$ cat src/rtl/ps2_key_event_decoder.sv
// PS/2 set-2 key event decoder: turns the received byte stream into
// press/release events with held-key tracking, shift/caps state and an event FIFO.
// Ports: clk/rstn; code_valid/code byte input; evt_* FWFT event FIFO head with
// evt_ready pop; press_count, held_num, shift_state, caps_lock, overflow status.
module ps2_key_event_decoder #(
    parameter int FIFO_DEPTH = 4,
    parameter int MAX_HELD   = 4,
    parameter int CNT_W      = 8,
    parameter bit REPEAT_EN  = 1'b0
) (
    input  logic                          clk,
    input  logic                          rstn,
    input  logic                          code_valid,
    input  logic [7:0]                    code,
    input  logic                          evt_ready,
    output logic                          evt_valid,
    output logic                          evt_make,
    output logic                          evt_ext,
    output logic                          evt_repeat,
    output logic [7:0]                    evt_scan,
    output logic [7:0]                    evt_ascii,
    output logic [CNT_W-1:0]              press_count,
    output logic [$clog2(MAX_HELD+1)-1:0] held_num,
    output logic                          shift_state,
    output logic                          caps_lock,
    output logic                          overflow
);

    localparam int PW = $clog2(FIFO_DEPTH);
    localparam int HW = $clog2(MAX_HELD+1);
    localparam int EW = 19;

    typedef enum logic [2:0] {
        S_IDLE,
        S_EXT,
        S_BRK,
        S_EXT_BRK,
        S_PAUSE
    } state_t;

    // Input byte register
    logic       byte_vld_q;
    logic [7:0] byte_q;

    always_ff @(posedge clk or negedge rstn) begin
        if (!rstn) begin
            byte_vld_q <= 1'b0;
            byte_q     <= 8'h00;
        end else begin
            byte_vld_q <= code_valid;
            if (code_valid) begin
                byte_q <= code;
            end
        end
    end

    // Prefix decoder FSM
    state_t     state_q, state_d;
    logic [2:0] skip_q, skip_d;
    logic       dec_make, dec_brk, dec_pause, dec_ext;

    always_comb begin
        state_d   = state_q;
        skip_d    = skip_q;
        dec_make  = 1'b0;
        dec_brk   = 1'b0;
        dec_pause = 1'b0;
        dec_ext   = 1'b0;
        if (byte_vld_q) begin
            unique case (state_q)
                S_IDLE: begin
                    if (byte_q == 8'hE0) begin
                        state_d = S_EXT;
                    end else if (byte_q == 8'hF0) begin
                        state_d = S_BRK;
                    end else if (byte_q == 8'hE1) begin
                        state_d = S_PAUSE;
                        skip_d  = 3'd7;
                    end else if (!(byte_q inside {8'hAA, 8'hFA, 8'hEE,
                                                  8'hFE, 8'h00, 8'hFF})) begin
                        dec_make = 1'b1;
                    end
                end
                S_EXT: begin
                    if (byte_q == 8'hF0) begin
                        state_d = S_EXT_BRK;
                    end else begin
                        state_d = S_IDLE;
                        // E0 12 / E0 59 are fake shifts around extended keys
                        if (byte_q != 8'h12 && byte_q != 8'h59) begin
                            dec_make = 1'b1;
                            dec_ext  = 1'b1;
                        end
                    end
                end
                S_BRK: begin
                    dec_brk = 1'b1;
                    state_d = S_IDLE;
                end
                S_EXT_BRK: begin
                    dec_brk = 1'b1;
                    dec_ext = 1'b1;
                    state_d = S_IDLE;
                end
                S_PAUSE: begin
                    // The 7 bytes after E1 are swallowed; the last one emits
                    skip_d = skip_q - 3'd1;
                    if (skip_q == 3'd1) begin
                        dec_pause = 1'b1;
                        state_d   = S_IDLE;
                    end
                end
                default: state_d = S_IDLE;
            endcase
        end
    end

    // Held-key table lookup
    logic [MAX_HELD-1:0]       held_vld_q, held_vld_d;
    logic [MAX_HELD-1:0][8:0]  held_key_q, held_key_d;
    logic [MAX_HELD-1:0]       hit, ins_oh;
    logic                      free_seen, shift_c, hit_any, new_press;
    logic [HW-1:0]             num_c;
    logic [8:0]                key;

    assign key = {dec_ext, byte_q};

    always_comb begin
        hit       = '0;
        ins_oh    = '0;
        free_seen = 1'b0;
        shift_c   = 1'b0;
        num_c     = '0;
        for (int i = 0; i < MAX_HELD; i++) begin
            hit[i] = held_vld_q[i] && (held_key_q[i] == key);
            if (!held_vld_q[i] && !free_seen) begin
                ins_oh[i] = 1'b1;
                free_seen = 1'b1;
            end
            if (held_vld_q[i] && (held_key_q[i] == 9'h012 ||
                                  held_key_q[i] == 9'h059)) begin
                shift_c = 1'b1;
            end
            num_c = num_c + HW'(held_vld_q[i]);
        end
    end

    assign hit_any   = |hit;
    assign new_press = dec_make && !hit_any;

    always_comb begin
        held_vld_d = held_vld_q;
        held_key_d = held_key_q;
        if (new_press) begin
            // ins_oh is all-zero when full: key counted but not tracked
            for (int i = 0; i < MAX_HELD; i++) begin
                if (ins_oh[i]) begin
                    held_vld_d[i] = 1'b1;
                    held_key_d[i] = key;
                end
            end
        end else if (dec_brk) begin
            held_vld_d = held_vld_q & ~hit;
        end
    end

    // ASCII mapping (lowercase base, case applied afterwards)
    function automatic logic [7:0] ascii_lc(input logic [7:0] sc);
        case (sc)
            8'h1C: ascii_lc = 8'h61;
            8'h32: ascii_lc = 8'h62;
            8'h21: ascii_lc = 8'h63;
            8'h23: ascii_lc = 8'h64;
            8'h24: ascii_lc = 8'h65;
            8'h2B: ascii_lc = 8'h66;
            8'h34: ascii_lc = 8'h67;
            8'h33: ascii_lc = 8'h68;
            8'h43: ascii_lc = 8'h69;
            8'h3B: ascii_lc = 8'h6A;
            8'h42: ascii_lc = 8'h6B;
            8'h4B: ascii_lc = 8'h6C;
            8'h3A: ascii_lc = 8'h6D;
            8'h31: ascii_lc = 8'h6E;
            8'h44: ascii_lc = 8'h6F;
            8'h4D: ascii_lc = 8'h70;
            8'h15: ascii_lc = 8'h71;
            8'h2D: ascii_lc = 8'h72;
            8'h1B: ascii_lc = 8'h73;
            8'h2C: ascii_lc = 8'h74;
            8'h3C: ascii_lc = 8'h75;
            8'h2A: ascii_lc = 8'h76;
            8'h1D: ascii_lc = 8'h77;
            8'h22: ascii_lc = 8'h78;
            8'h35: ascii_lc = 8'h79;
            8'h1A: ascii_lc = 8'h7A;
            8'h45: ascii_lc = 8'h30;
            8'h16: ascii_lc = 8'h31;
            8'h1E: ascii_lc = 8'h32;
            8'h26: ascii_lc = 8'h33;
            8'h25: ascii_lc = 8'h34;
            8'h2E: ascii_lc = 8'h35;
            8'h36: ascii_lc = 8'h36;
            8'h3D: ascii_lc = 8'h37;
            8'h3E: ascii_lc = 8'h38;
            8'h46: ascii_lc = 8'h39;
            8'h29: ascii_lc = 8'h20;
            8'h5A: ascii_lc = 8'h0D;
            8'h66: ascii_lc = 8'h08;
            default: ascii_lc = 8'h00;
        endcase
    endfunction

    logic       caps_q, caps_d, ovf_q, ovf_d;
    logic [CNT_W-1:0] press_q, press_d;
    logic [7:0] asc;
    logic       push;
    logic [EW-1:0] ev;

    always_comb begin
        asc = 8'h00;
        if (dec_make && !dec_ext) begin
            asc = ascii_lc(byte_q);
            if ((shift_c ^ caps_q) && asc >= 8'h61 && asc <= 8'h7A) begin
                asc = asc - 8'h20;
            end
        end
    end

    assign push = new_press || (dec_make && REPEAT_EN) || dec_brk || dec_pause;
    assign ev   = {dec_make || dec_pause, dec_ext, dec_make && hit_any,
                   dec_pause ? 8'hE1 : byte_q, asc};

    // Event FIFO (first-word-fall-through)
    logic [FIFO_DEPTH-1:0][EW-1:0] mem_q;
    logic [PW-1:0] wr_q, wr_d, rd_q, rd_d;
    logic [PW:0]   fcnt_q, fcnt_d;
    logic          full, pop, do_push;

    assign full    = fcnt_q == (PW+1)'(FIFO_DEPTH);
    assign pop     = evt_valid && evt_ready;
    assign do_push = push && (!full || pop);

    always_comb begin
        wr_d    = do_push ? wr_q + 1'b1 : wr_q;
        rd_d    = pop ? rd_q + 1'b1 : rd_q;
        fcnt_d  = fcnt_q + (PW+1)'(do_push) - (PW+1)'(pop);
        caps_d  = caps_q ^ (new_press && key == 9'h058);
        press_d = press_q + CNT_W'(new_press || dec_pause);
        ovf_d   = ovf_q | (push && full && !pop);
    end

    always_ff @(posedge clk or negedge rstn) begin
        if (!rstn) begin
            state_q    <= S_IDLE;
            skip_q     <= 3'd0;
            held_vld_q <= '0;
            held_key_q <= '0;
            caps_q     <= 1'b0;
            press_q    <= '0;
            ovf_q      <= 1'b0;
            mem_q      <= '0;
            wr_q       <= '0;
            rd_q       <= '0;
            fcnt_q     <= '0;
        end else begin
            state_q    <= state_d;
            skip_q     <= skip_d;
            held_vld_q <= held_vld_d;
            held_key_q <= held_key_d;
            caps_q     <= caps_d;
            press_q    <= press_d;
            ovf_q      <= ovf_d;
            if (do_push) begin
                mem_q[wr_q] <= ev;
            end
            wr_q       <= wr_d;
            rd_q       <= rd_d;
            fcnt_q     <= fcnt_d;
        end
    end

    assign evt_valid = fcnt_q != '0;
    assign {evt_make, evt_ext, evt_repeat, evt_scan, evt_ascii} =
        evt_valid ? mem_q[rd_q] : '0;
    assign press_count = press_q;
    assign held_num    = num_c;
    assign shift_state = shift_c;
    assign caps_lock   = caps_q;
    assign overflow    = ovf_q;

endmodule
$ cat config.mk
export PLATFORM = sky130hd
export DESIGN_NAME = ps2_key_event_decoder
export DESIGN_NICKNAME = d
export VERILOG_FILES = /design/src/rtl/ps2_key_event_decoder.sv
export SDC_FILE = /design/constraint.sdc
export NUM_CORES = 1
export LEC_CHECK = 0
export ABC_AREA = 1
export CELL_PAD_IN_SITES_DETAIL_PLACEMENT = 1
export CELL_PAD_IN_SITES_GLOBAL_PLACEMENT = 2
export CORE_MARGIN = 4
export CORE_UTILIZATION = 36
export DETAILED_ROUTE_END_ITERATION = 10
export PLACE_DENSITY_LB_ADDON = 0.1
export SKIP_CTS_REPAIR_TIMING = 1
export SYNTH_ARGS = -nofsm -noshare
export SYNTH_HDL_FRONTEND = slang
export SYNTH_SLANG_ARGS = --single-unit
$ cat constraint.sdc
create_clock -name clk -period 4.3 [get_ports clk]
set_clock_uncertainty 0.05 [all_clocks]
set_input_delay 0.86 -clock clk [delete_from_list [all_inputs] [get_ports clk]]
set_output_delay 0.86 -clock clk [all_outputs]
set_load 0.02 [all_outputs]
==> key figures <==
Finish
  • Area Growth Syn to Fin: 14.4%
  • Layout net count: roughly 1,200
  • Fraction of layout cells with a size suffix above 1: 8.32%
  • # fillers: 2,920
  • Antenna fix cells: 0
  • Design area: around 10,000 um^2

Die
  • Chip Height: 164 um
  • FP Rows: 56
  • Initial Utilization: a little under two fifths
  • Die width: 164 um
  • Die area: 26,900 um^2
  • IO Pins: 46
  • Area of the core: 23,800 um^2

Pwr
  • Peak VDD IR: 0.335 mV
  • Pwr Density: 690 nW/um^2
  • Leakage dissipation: 4.89 nW

Setup path
  • Reg-to-Reg Start: byte_q[1]$_DFFE_PN0P_
  • Worst setup SP type: flip-flop
  • WS Path Type: reg2out
  • CP max FO: 20
  • Crit path from: rd_q[1]$_DFFE_PN0P_
  • Flop-to-flop setup slack: 0.73 ns
  • Critical path data required time: 3.39 ns
  • Crit end category: output port
  • Crit path DAT: 2.80 ns

Synthesis
  • Avg Cell Area, Syn: 7.42 um^2
  • Post-Synthesis Cells: 1,182
  • Yosys reg bits: 148
  • Yosys top cell by area: dfrtp_1
  • Syn. warnings: 0
  • Post-Syn Area: 8770 um^2
  • Synth top cells by count: 356 x nand2_1, 154 x nor2_1, 148 x dfrtp_1
  • Synth top area share: 42.2%
  • Ys async rst share: 100%
  • Yosys cell types: 45
  • Post-synth EDFFs: 0
  • Area contributors post-synth: dfrtp_1 42%, nand2_1 15%, nor2_1 6.6%, nand4_1 5.9%, o21ai_0 4.1%
  • Synth Net Count: 1,218
  • Most used DFF post-synth: dfrtp_1
  • Most numerous cell in the Yosys netlist: nand2_1
  • Sequential-to-total area share from yosys stat: 42.2%

Global route
  • Initial antenna violation count: 0
  • Gr usage total: approximately 22%
  • First-pass GRT wire length: 46.3 mm
  • Vias in the first global route: 8,103
  • Pin count of the biggest net entering global routing: just over 100
  • GRT overflow: 0

CTS
  • Clock Sinks: 148
  • H-tree levels: 4
  • Clock Tree Root: clkbuf_16
  • Clock buffer depth: 2
  • Skew-Pair Late Insertion Delay: around 0.43 ns
  • Clock edge transition at the registers on the reported setup and hold paths: 0.06 ns
  • CTS tree: yes
  • CTS Buf Count: 17

Timing
  • FMAX: between 200 and 300 MHz
  • Final hold slack: roughly 0.42 ns
  • Fin. max-slew vios: 0
  • Final setup TNS: 0 ns
  • Final setup fails: 0
  • Max_slew headroom: about a third
  • Final min period: approximately 3.7 ns
  • Worst Tran Pin Value: 1.01 ns
  • Final hold violation count: 0
  • Final period util: 86.3%
  • Final worst slack: 0.590 ns
  • RSZ-0062 raised after global routing: false

Placed design
  • Pre-CTS setup slack: between 0.7 and 0.8 ns
  • Port buffer count: 45
  • Gpl congestion: around 0.84
  • HPWL Detailed: 19.3 mm
  • Area post-placement: about 9400 um^2

Min path
  • Worst hold path class: reg2reg
  • Hold_sp: mem_q[21]$_DFFE_PN0P_

Routing
  • Remaining antenna violation count: 0
  • Vias: 7,962
  • DRT Pass-1 Iters: 5
  • DRT Wirelength: 28.7 mm
  • DR WL/cell: 18.7 um
  • Drt drc: 0
  • Vias/cell: 5.19
  • Initial DRC Count: 504

Job
  • Max_cap viols: 0

Outcome
  • Status: completed
[worst paths after layout]
path,end,depth (start not counted)
worst min register to register,mem_q[21]$_DFFE_PN0P_,2
worst min-delay path,mem_q[21]$_DFFE_PN0P_,2
worst max-delay path,evt_scan[6],6
max in group asynchronous,held_key_q[13]$_DFFE_PN0P_,2
worst max register to register,fcnt_q[2]$_DFF_PN0_,21
min in group asynchronous,mem_q[35]$_DFFE_PN0P_,1
[state kept, by name, summed over array words and instances (netlist names)]
name	count
state_q	3
held_vld_q	4
press_count	8
caps_lock	1
fcnt_q	3
byte_q	8
wr_q	2
byte_vld_q	1
mem_q	76
held_key_q	36
rd_q	2
skip_q	3
overflow	1
[cell families after synthesis]
| kind of cell | Yosys count | synth area share (%) |
|---|---|---|
| adders and majority gates | 24 | 3.59 |
| DFF | 148 | 42.2 |
| AOI/OAI and AO/OA | 155 | 9.24 |
| xor gates and xnor gates | 24 | 2.40 |
| and+or+nand+nor | 677 | 34.2 |
| buffers and inverters | 154 | 8.37 |
[metrics by stage]
stage	power, mW	instances	utilization [%]
floorplan	4.26	1182	-
global placement	5.34	1503	39.7
detailed placement	5.40	1503	39.7
CTS	7.01	1533	42.3
global route	7.44	1533	42.3
finish	6.92	1533	42.3
[critical path, stage by stage, from the launching register on]
cell and delay [ns]:
dfrtp_1 0.33, buf_4 0.28, inv_1 0.46, nor2_1 0.24
o21ai_0 0.12, a21oi_1 0.27, clkdlybuf4s50_1 0.67
[report_power, final]
group | switching [mW] | total (mW) | internal, mW
logic | 2.00 | 3.14 | 1.13
registers | 0.370 | 2.21 | 1.84
clock network | 0.635 | 1.58 | 0.942
[cell usage in the layout (no fill, tap or decap), types with 11 or more instances in the layout]
cell / Yosys / routed
a21oi_1: 35 / 35
nand2_1: 356 / 356
inv_2: 13 / 14
xnor2_1: 11 / 11
o21ai_1: 36 / 36
xor2_1: 13 / 13
dfrtp_1: 148 / 148
nor2_1: 154 / 154
inv_1: 69 / 69
nand4_1: 83 / 83
o21ai_0: 72 / 72
buf_4: 6 / 24
clkdlybuf4s50_1: 0 / 44
ha_1: 22 / 22
clkbuf_16: 0 / 17
nand3_1: 47 / 47
[layout make-up]
type | instances | area [um^2] | area share (%)
inverters | 85 | 323 | 3.22
well taps | 319 | 399 | 3.98
repair buffers | 71 | 672 | 6.69
flip-flops and latches | 148 | 3700 | 36.9
multi-input cells | 880 | 4340 | 43.2
clock inverters | 11 | 151 | 1.51
clock buffers | 19 | 453 | 4.51
[metal layers]
layer	vias up	wire [um]	global-route usage (%)
li1	3903	-	-
met1	3902	13500	29.6
met2	125	13900	37.2
met3	32	667	2.94
met4	0	590	6.10
met5	-	0	0
Power figures use the tool's default switching activity.
